--- config.mk ---
export PLATFORM = sky130hd
export DESIGN_NAME = sig_debounce
export DESIGN_NICKNAME = d
export VERILOG_FILES = /design/src/rtl/sig_debounce_pkg.sv /design/src/rtl/sig_debounce.sv
export SDC_FILE = /design/constraint.sdc
export NUM_CORES = 1
export LEC_CHECK = 0
export BUFFER_PORTS_ARGS = -buffer_cell sky130_fd_sc_hd__buf_2
export CAP_MARGIN = 20
export CELL_PAD_IN_SITES_DETAIL_PLACEMENT = 1
export CELL_PAD_IN_SITES_GLOBAL_PLACEMENT = 2
export CORE_AREA = 2 2 39 41
export DETAILED_ROUTE_END_ITERATION = 16
export DIE_AREA = 0 0 41 43
export GPL_ROUTABILITY_DRIVEN = 0
export PLACE_DENSITY_LB_ADDON = 0.1
export SLEW_MARGIN = 30
export SYNTH_ARGS = -nofsm -noshare
export SYNTH_HDL_FRONTEND = slang
export SYNTH_SLANG_ARGS = --single-unit
--- constraint.sdc ---
create_clock -name clk -period 1.4 [get_ports clk]
set_input_delay 0.07 -clock clk [delete_from_list [all_inputs] [get_ports clk]]
set_output_delay 0.07 -clock clk [all_outputs]
set_load 0.05 [all_outputs]
--- src/rtl/sig_debounce_pkg.sv ---
// Shared types and helpers for the sig_debounce level debouncer.
// The FSM state encoding lives here so parents and benches can decode it.
package sig_debounce_pkg;

  typedef enum logic [1:0] {
    S_LOW       = 2'd0,
    S_RISE_QUAL = 2'd1,
    S_HIGH      = 2'd2,
    S_FALL_QUAL = 2'd3
  } state_e;

  localparam int unsigned GLITCH_CNT_W = 16;

  // Width needed to hold 0..n, never less than one bit.
  function automatic int unsigned cnt_width(input int unsigned n);
    int unsigned w;
    w = $clog2(n + 1);
    return (w < 1) ? 1 : w;
  endfunction

endpackage

--- src/rtl/sig_debounce.sv ---
// Debounces an already-synchronized level: a new level must hold STABLE_CYCLES
// edges before it is committed. Define SIG_DEBOUNCE_GLITCH_CNT_EN to add glitch_cnt.
module sig_debounce
  import sig_debounce_pkg::*;
#(
  parameter int unsigned STABLE_CYCLES = 4,
  parameter logic        RESET_LEVEL   = 1'b0
) (
  input  logic        clk,
  input  logic        rst_n,
  input  logic        i,
  output logic        o,
  output logic        o_posedge,
  output logic        o_negedge,
`ifdef SIG_DEBOUNCE_GLITCH_CNT_EN
  output logic [15:0] glitch_cnt,
`endif
  output logic        o_busy
);

  localparam int unsigned       CW          = cnt_width(STABLE_CYCLES);
  localparam logic [CW-1:0]     CNT_LAST    = CW'(STABLE_CYCLES - 1);
  localparam state_e            RESET_STATE = RESET_LEVEL ? S_HIGH : S_LOW;

  state_e        state_q, state_d;
  logic [CW-1:0] cnt_q, cnt_d;
  logic          o_q, o_d;
  logic          pos_q, pos_d;
  logic          neg_q, neg_d;
  logic          busy_q, busy_d;

  always_ff @(posedge clk or negedge rst_n) begin
    if (!rst_n) begin
      state_q <= RESET_STATE;
      cnt_q   <= '0;
      o_q     <= RESET_LEVEL;
      pos_q   <= 1'b0;
      neg_q   <= 1'b0;
      busy_q  <= 1'b0;
    end else begin
      state_q <= state_d;
      cnt_q   <= cnt_d;
      o_q     <= o_d;
      pos_q   <= pos_d;
      neg_q   <= neg_d;
      busy_q  <= busy_d;
    end
  end

  always_comb begin
    state_d = state_q;
    cnt_d   = cnt_q;
    o_d     = o_q;
    pos_d   = 1'b0;
    neg_d   = 1'b0;

    case (state_q)
      S_LOW: begin
        if (i) begin
          state_d = S_RISE_QUAL;
          cnt_d   = '0;
        end
      end
      S_RISE_QUAL: begin
        if (i) begin
          if (cnt_q == CNT_LAST) begin
            state_d = S_HIGH;
            o_d     = 1'b1;
            pos_d   = 1'b1;
            cnt_d   = '0;
          end else begin
            cnt_d = cnt_q + 1'b1;
          end
        end else begin
          state_d = S_LOW;
          cnt_d   = '0;
        end
      end
      S_HIGH: begin
        if (!i) begin
          state_d = S_FALL_QUAL;
          cnt_d   = '0;
        end
      end
      S_FALL_QUAL: begin
        if (!i) begin
          if (cnt_q == CNT_LAST) begin
            state_d = S_LOW;
            o_d     = 1'b0;
            neg_d   = 1'b1;
            cnt_d   = '0;
          end else begin
            cnt_d = cnt_q + 1'b1;
          end
        end else begin
          state_d = S_HIGH;
          cnt_d   = '0;
        end
      end
      default: begin
        state_d = RESET_STATE;
        cnt_d   = '0;
      end
    endcase

    // Busy is registered from the next state so it lines up with state_q.
    busy_d = (state_d == S_RISE_QUAL) || (state_d == S_FALL_QUAL);
  end

  assign o         = o_q;
  assign o_posedge = pos_q;
  assign o_negedge = neg_q;
  assign o_busy    = busy_q;

`ifdef SIG_DEBOUNCE_GLITCH_CNT_EN
  logic [GLITCH_CNT_W-1:0] glitch_cnt_q, glitch_cnt_d;
  logic                    glitch_hit;

  always_comb begin
    glitch_hit   = ((state_q == S_RISE_QUAL) && !i) ||
                   ((state_q == S_FALL_QUAL) &&  i);
    glitch_cnt_d = glitch_cnt_q;
    if (glitch_hit && (glitch_cnt_q != '1))
      glitch_cnt_d = glitch_cnt_q + 1'b1;
  end

  always_ff @(posedge clk or negedge rst_n) begin
    if (!rst_n) glitch_cnt_q <= '0;
    else        glitch_cnt_q <= glitch_cnt_d;
  end

  assign glitch_cnt = glitch_cnt_q;
`endif

endmodule
==> impl_metrics.py, run 1 <==
metrics = {
    "power_and_ir_drop": {
        "leakage_nw": 0.209,
        "power_frac_seq": 0.445,
        "peakVddDrop_mv": 0.463,
        "switching_share": 0.386,
        "power_report.internal_total_mw": 0.497,
        "power.density_cell_area_nw_per_um2": 1860,
        "share_comb_of_total_power": 0.334,
        "netSwitchingPower_mw": 0.312,
        "power_frac_clock": 0.221,
    },
    "worst_setup_path": {
        "startpoint_kind_of_the_worst_setup_timing_path": "flip-flop",
        "r2r_setup_slack_ps": 200,
        "timing.critical_path.arrival_ps": 1330,
        "timing.rr.end": "o$_DFFE_PN0P_",
        "worst-setup-path-type": "reg -> reg",
        "ff2ff_path_depth": 4,
        "worst_ep_required_time_ps": 1530,
        "critical_path.reg2reg.startpoint": "cnt_q[0]$_DFFE_PN0P_",
        "worstPathMaxFanout": 3,
        "cp-end-kind": "flip-flop",
    },
    "min_path": {
        "min_to": "o_negedge$_DFF_PN0_",
        "hold_path.startpoint": "i",
        "min_delay_path_depth": 2,
        "holdCritPathClass": "in -> reg",
    },
    "drt": {
        "drt_iter0_markers": 2,
        "drt.antenna.violating_nets": 0,
        "num_vias": 254,
        "routed_wire_length_per_instance_um": 12.9,
        "vias_per_cell": 4.54,
        "totalWireLength_um": 721,
        "drc": 0,
        "detailedRoute.firstPassIterationCount": 2,
    },
    "sta": {
        "layout_setup_ws_ps": 200,
        "drv_slew": 0,
        "timing.final.crit_period_ps": 1200,
        "final_min_period_over_clock_period": 0.857,
        "fin_setup_tns_ps": 0,
        "worst_slew_pin_slew_ps": 362,
        "hold_viol": 0,
        "timing.hold.ws_ps": 68.5,
        "setup_repair_after_global_routing_missed_its_margin": "no",
        "fmax_mhz": 833,
        "final-setup-viol-count": 0,
        "timing.max_slew.rel_slack": 0.757,
        "timing.clock.skew_ps": 4.07,
    },
    "logic_synthesis": {
        "synth.yosys.warnings": 0,
        "number_of_nets_produced_by_synthesis": 34,
        "synth_seq_area_share": 0.569,
        "yosysUniqueCellTypes": 14,
        "synth_largest_type_area_fraction": 0.569,
        "synthesized_area_per_cell_um2": 11.7,
        "yosys_register_bits": 8,
        "synthDominantAreaCellType": "dfrtp_1",
        "synth_area_um2": 352,
        "synth_cells": 30,
        "ys_top_cells_by_area": "dfrtp_1 (57%), nand3b_1 (6.4%), xnor2_2 (4.6%)",
    },
    "grt": {
        "grt_util_overall": 0.120,
        "number_of_global_route_vias_before_repair": 286,
        "antenna_found_initial": 0,
        "grt_first_pass_wirelength_um": 1320,
        "total_grt_overflow": 0,
        "grt_start_max_net_pins": 10,
    },
    "final_layout": {
        "design.final.nets": 46,
        "drive_gt1_frac": 0.275,
        "multi_input_area_um2": 151,
        "final.fill_count": 159,
        "num_antenna_cells": 0,
        "regArea_um2": 200,
        "synthToLayoutAreaGrowth_pct": 23.5,
    },
    "clock_network": {
        "insertion_delay_ps": 260,
        "post-cts-setup-buffer-count": 0,
        "cts.htree.levels": 1,
        "cts_tree": "yes",
        "clockRootBuffer": "clkbuf_4",
        "clock-sinks": 8,
        "cts_inserted_buffers": 3,
        "cts.clk_slew.worst_paths_ps": 60,
        "clock_tree.buffer_depth": 2,
    },
    "die": {
        "design.die.area_um2": 1760,
        "die_height_um": 43,
        "core-area_um2": 1380,
        "initial_utilization": 0.254,
        "core.rowCount": 14,
        "die_w_um": 41,
        "ioPinCount": 7,
    },
    "place": {
        "io_buffers": 6,
        "dpl_worst_slack_ps": 197,
        "detailedPlacementHpwl_um": 538,
    },
    "flow_run": {
        "drv_cap": 0,
    },
    "status": {
        "status": "finished, final reports clean",
    },
}
power groups by stage:
stage	Clock, mW	Combinational [mW]	Sequential, mW
detailed placement	0	0.273	0.371
global placement	0	0.259	0.357
global route	0.208	0.302	0.378
CTS	0.189	0.276	0.366
finish	0.178	0.270	0.360
floorplan	0	0.152	0.408
final cells by class:
cell class,count,area share
sequential,8,0.461
multi-input combinational,22,0.349
tap,16,0.0461
timing repair buffer,7,0.0922
clock buffer,3,0.0519
how the worst max path moves through the flow:
stage	startpoint	endpoint	slack, ps	cells after the start
floorplan	o_busy$_DFF_PN0_	o$_DFFE_PN0P_	130	3
global placement	state_q[1]$_DFF_PN0_	cnt_q[2]$_DFFE_PN0P_	250	3
detailed placement	state_q[1]$_DFF_PN0_	cnt_q[2]$_DFFE_PN0P_	200	3
CTS	cnt_q[0]$_DFFE_PN0P_	o$_DFFE_PN0P_	190	4
global route	cnt_q[0]$_DFFE_PN0P_	o$_DFFE_PN0P_	110	4
finish	cnt_q[0]$_DFFE_PN0P_	o$_DFFE_PN0P_	200	4
cell usage after synthesis:
cell type / number
ha_1: 1
a21oi_1: 2
and3b_1: 1
nor2b_1: 1
nor3b_1: 2
xnor2_2: 1
o21a_1: 1
nor2_1: 1
nand2_1: 4
nand2b_1: 1
o21ai_0: 3
nor3b_2: 1
dfrtp_1: 8
nand3b_1: 3
stage by stage:
stage / cell area [µm²] / power [mW] / std cells / util
2_1_floorplan: 352 / 0.559 / 30 / -
3_3_place_gp: 402 / 0.615 / 52 / 0.290
3_5_place_dp: 402 / 0.644 / 52 / 0.290
4_1_cts: 434 / 0.831 / 56 / 0.314
5_1_grt: 434 / 0.887 / 56 / 0.314
6_report: 434 / 0.809 / 56 / 0.314
per-layer routing:
layer | part of all wire | track usage
met2 | 0.53 | 0.172
met1 | 0.40 | 0.140
met5 | 0 | 0
met4 | 0.032 | 0.0800
met3 | 0.036 | 0.0471
worst max-delay path, stage by stage, from the launching register on:
cell	delay, ps
dfrtp_1	390
ha_1	240
and3b_1	220
a21oi_1	170
a21oi_1	50
sequential cells by signal, summed over array words and instances (netlist names):
register,count
cnt_q,3
o,1
o_busy,1
o_negedge,1
o_posedge,1
state_q,1
layout by cell type, fill, tap and decap left out:
cell,Yosys,final
nor2_1,1,1
nor3b_2,1,1
ha_1,1,1
o21a_1,1,1
nand2_1,4,4
o21ai_0,3,3
nor2b_1,1,1
buf_2,0,6
and3b_1,1,1
dlygate4sd3_1,0,1
nor3b_1,2,2
dfrtp_1,8,8
a21oi_1,2,2
xnor2_2,1,1
clkbuf_4,0,3
nand3b_1,3,3
nand2b_1,1,1
kinds of logic (layout without fill, tap and decap cells):
group	Yosys count	after routing	synth area share
flip-flops	8	8	0.569
AO/OA/AOI/OAI	6	6	0.0925
XOR/XNOR	1	1	0.0463
AND/OR/NAND/NOR	14	14	0.256
buffers and inverters	0	10	0
adder cells (fa/ha/maj)	1	1	0.0356
timing repair:
action / CTS / global route
gates resized for setup: 0 / 0
hold buffers: 1 / 0
endpoints found under the hold margin: 8 / 0
No activity file was read; power rests on OpenSTA's default activity.
==> inputs of run 2 (changes only) <==
GPL_TIMING_DRIVEN = 0   (was not set)
==> run 2 against run 1 <==
Compared with the run above:
- routed wire length increased by 10%
- clock skew decreased by 2.8 ps
- core utilization unchanged
- combinational power increased by 3%
==> impl_metrics.py, run 2 (same netlist as run 1, synthesis figures left out) <==
metrics = {
    "worst_setup_path": {
        "crit_path_frequent_cell": "a21oi_1",
        "worst_ep_required_time_ps": 1540,
        "worstPathMaxFanout": 3,
        "cp.buffers_inverters": 0,
        "timing.critical_path.arrival_ps": 1340,
        "cpMaxStageDelayCell": "dfrtp_1",
        "startpoint_kind_of_the_worst_setup_timing_path": "flip-flop",
        "worst_path_dominant_cell_family": "flip-flops",
        "crit_path_cell_trace": "ha_1 > and3b_1 > a21oi_1 > a21oi_1",
        "worst-setup-path-type": "reg -> reg",
        "max_stage_delay_ps": 400,
        "cp-end-kind": "flip-flop",
    },
    "clock_network": {
        "cts_tree": "yes",
        "cts.htree.levels": 1,
        "clock_tree.buffer_depth": 2,
        "cts.clk_slew.worst_paths_ps": 60,
        "cts_inserted_buffers": 3,
        "clock-sinks": 8,
        "clockRootBuffer": "clkbuf_4",
        "insertion_delay_ps": 260,
        "cts_hold_buffers": 1,
        "post-cts-setup-buffer-count": 0,
        "cts_repair_resize_count": 0,
    },
    "die": {
        "core-area_um2": 1380,
        "ioPinCount": 7,
        "design.die.area_um2": 1760,
        "initial_utilization": 0.254,
        "die_w_um": 41,
        "core.rowCount": 14,
        "die_height_um": 43,
    },
    "sta": {
        "final_min_period_over_clock_period": 0.855,
        "worst_slew_pin_slew_ps": 374,
        "setup_repair_after_global_routing_missed_its_margin": "no",
        "fin_setup_tns_ps": 0,
        "final-setup-viol-count": 0,
        "timing.clock.skew_ps": 1.30,
        "fmax_mhz": 836,
        "timing.hold.ws_ps": 58.8,
        "hold_viol": 0,
        "timing.max_slew.rel_slack": 0.749,
        "drv_slew": 0,
        "timing.final.crit_period_ps": 1200,
    },
    "final_layout": {
        "num_antenna_cells": 0,
        "layout.cells.most_common_list": "dfrtp_1 (8), buf_2 (6), nand2_1 (4)",
        "max_flop_register": "cnt_q",
        "design.final.nets": 46,
        "max_reg_flops": 3,
        "drive_gt1_frac": 0.275,
        "synthToLayoutAreaGrowth_pct": 23.5,
        "post_layout_util": 0.314,
        "layout.cells.most_common": "dfrtp_1",
    },
    "flow_run": {
        "drv_cap": 0,
    },
    "drt": {
        "num_vias": 257,
        "drt_iter0_markers": 5,
        "vias_per_cell": 4.59,
        "detailedRoute.firstPassIterationCount": 3,
        "totalWireLength_um": 795,
        "drc": 0,
        "drt.antenna.violating_nets": 0,
        "routed_wire_length_per_instance_um": 14.2,
    },
    "grt": {
        "total_grt_overflow": 0,
        "grt_util_overall": 0.139,
        "antenna_found_initial": 0,
        "grt_start_max_net_pins": 10,
        "number_of_global_route_vias_before_repair": 308,
        "grt_first_pass_wirelength_um": 1450,
    },
    "power_and_ir_drop": {
        "peakVddDrop_mv": 0.691,
        "leakage_nw": 0.209,
        "power.density_cell_area_nw_per_um2": 1900,
    },
    "place": {
        "detailedPlacementHpwl_um": 569,
        "io_buffers": 6,
    },
    "min_path": {
        "holdCritPathClass": "in -> reg",
    },
    "status": {
        "status": "finished, final reports clean",
    },
}
==> run 2: cell counts in the layout (fill, tap and decap cells not counted) <==
No cell type changed its count.
==> run 2: final timing paths <==
kind                            cells after the start                   end  slack (ps)            startpoint
worst max-delay path                                4         o$_DFFE_PN0P_         200  cnt_q[0]$_DFFE_PN0P_
worst min-delay path                                2   o_negedge$_DFF_PN0_          60                     i
worst max register to register                      4         o$_DFFE_PN0P_         200  cnt_q[0]$_DFFE_PN0P_
worst min register to register                      1  cnt_q[2]$_DFFE_PN0P_         520  cnt_q[2]$_DFFE_PN0P_
max in group asynchronous                           2  cnt_q[1]$_DFFE_PN0P_        1020                 rst_n
min in group asynchronous                           2      o_busy$_DFF_PN0_         210                 rst_n
==> run 2: worst register-to-register path, cell delays in order (launching register included) <==
cell and delay, ps:
dfrtp_1 400, ha_1 240, and3b_1 220, a21oi_1 160, a21oi_1 50
==> run 2: per-layer routing <==
layer | GRT usage | vias to the layer above | routed length (µm)
met5 | 0 | - | 0
li1 | - | 125 | -
met1 | 0.140 | 122 | 302
met2 | 0.213 | 7 | 429
met3 | 0.0471 | 3 | 31
met4 | 0.120 | 0 | 33
==> run 2: cell type report <==
type | instances | area [µm²]
fillers | 169 | 950
flip-flops and latches | 8 | 200
multi-input cells | 22 | 151
repair buffers | 7 | 40.0
clock buffers | 3 | 22.5
well taps | 16 | 20.0
==> run 2: power breakdown <==
part	switching [mW]	internal, mW
clock network	0.0866	0.0987
registers	0.0738	0.289
logic	0.168	0.111
total	0.328	0.498
==> run 2: stage by stage <==
step                power (mW)  cells  cell area [µm²]  worst slack, ps
floorplan                0.559     30              352              127
global placement         0.615     52              402              247
detailed placement       0.647     52              402              195
CTS                      0.840     56              434              185
global route             0.906     56              434             83.0
finish                   0.826     56              434              203
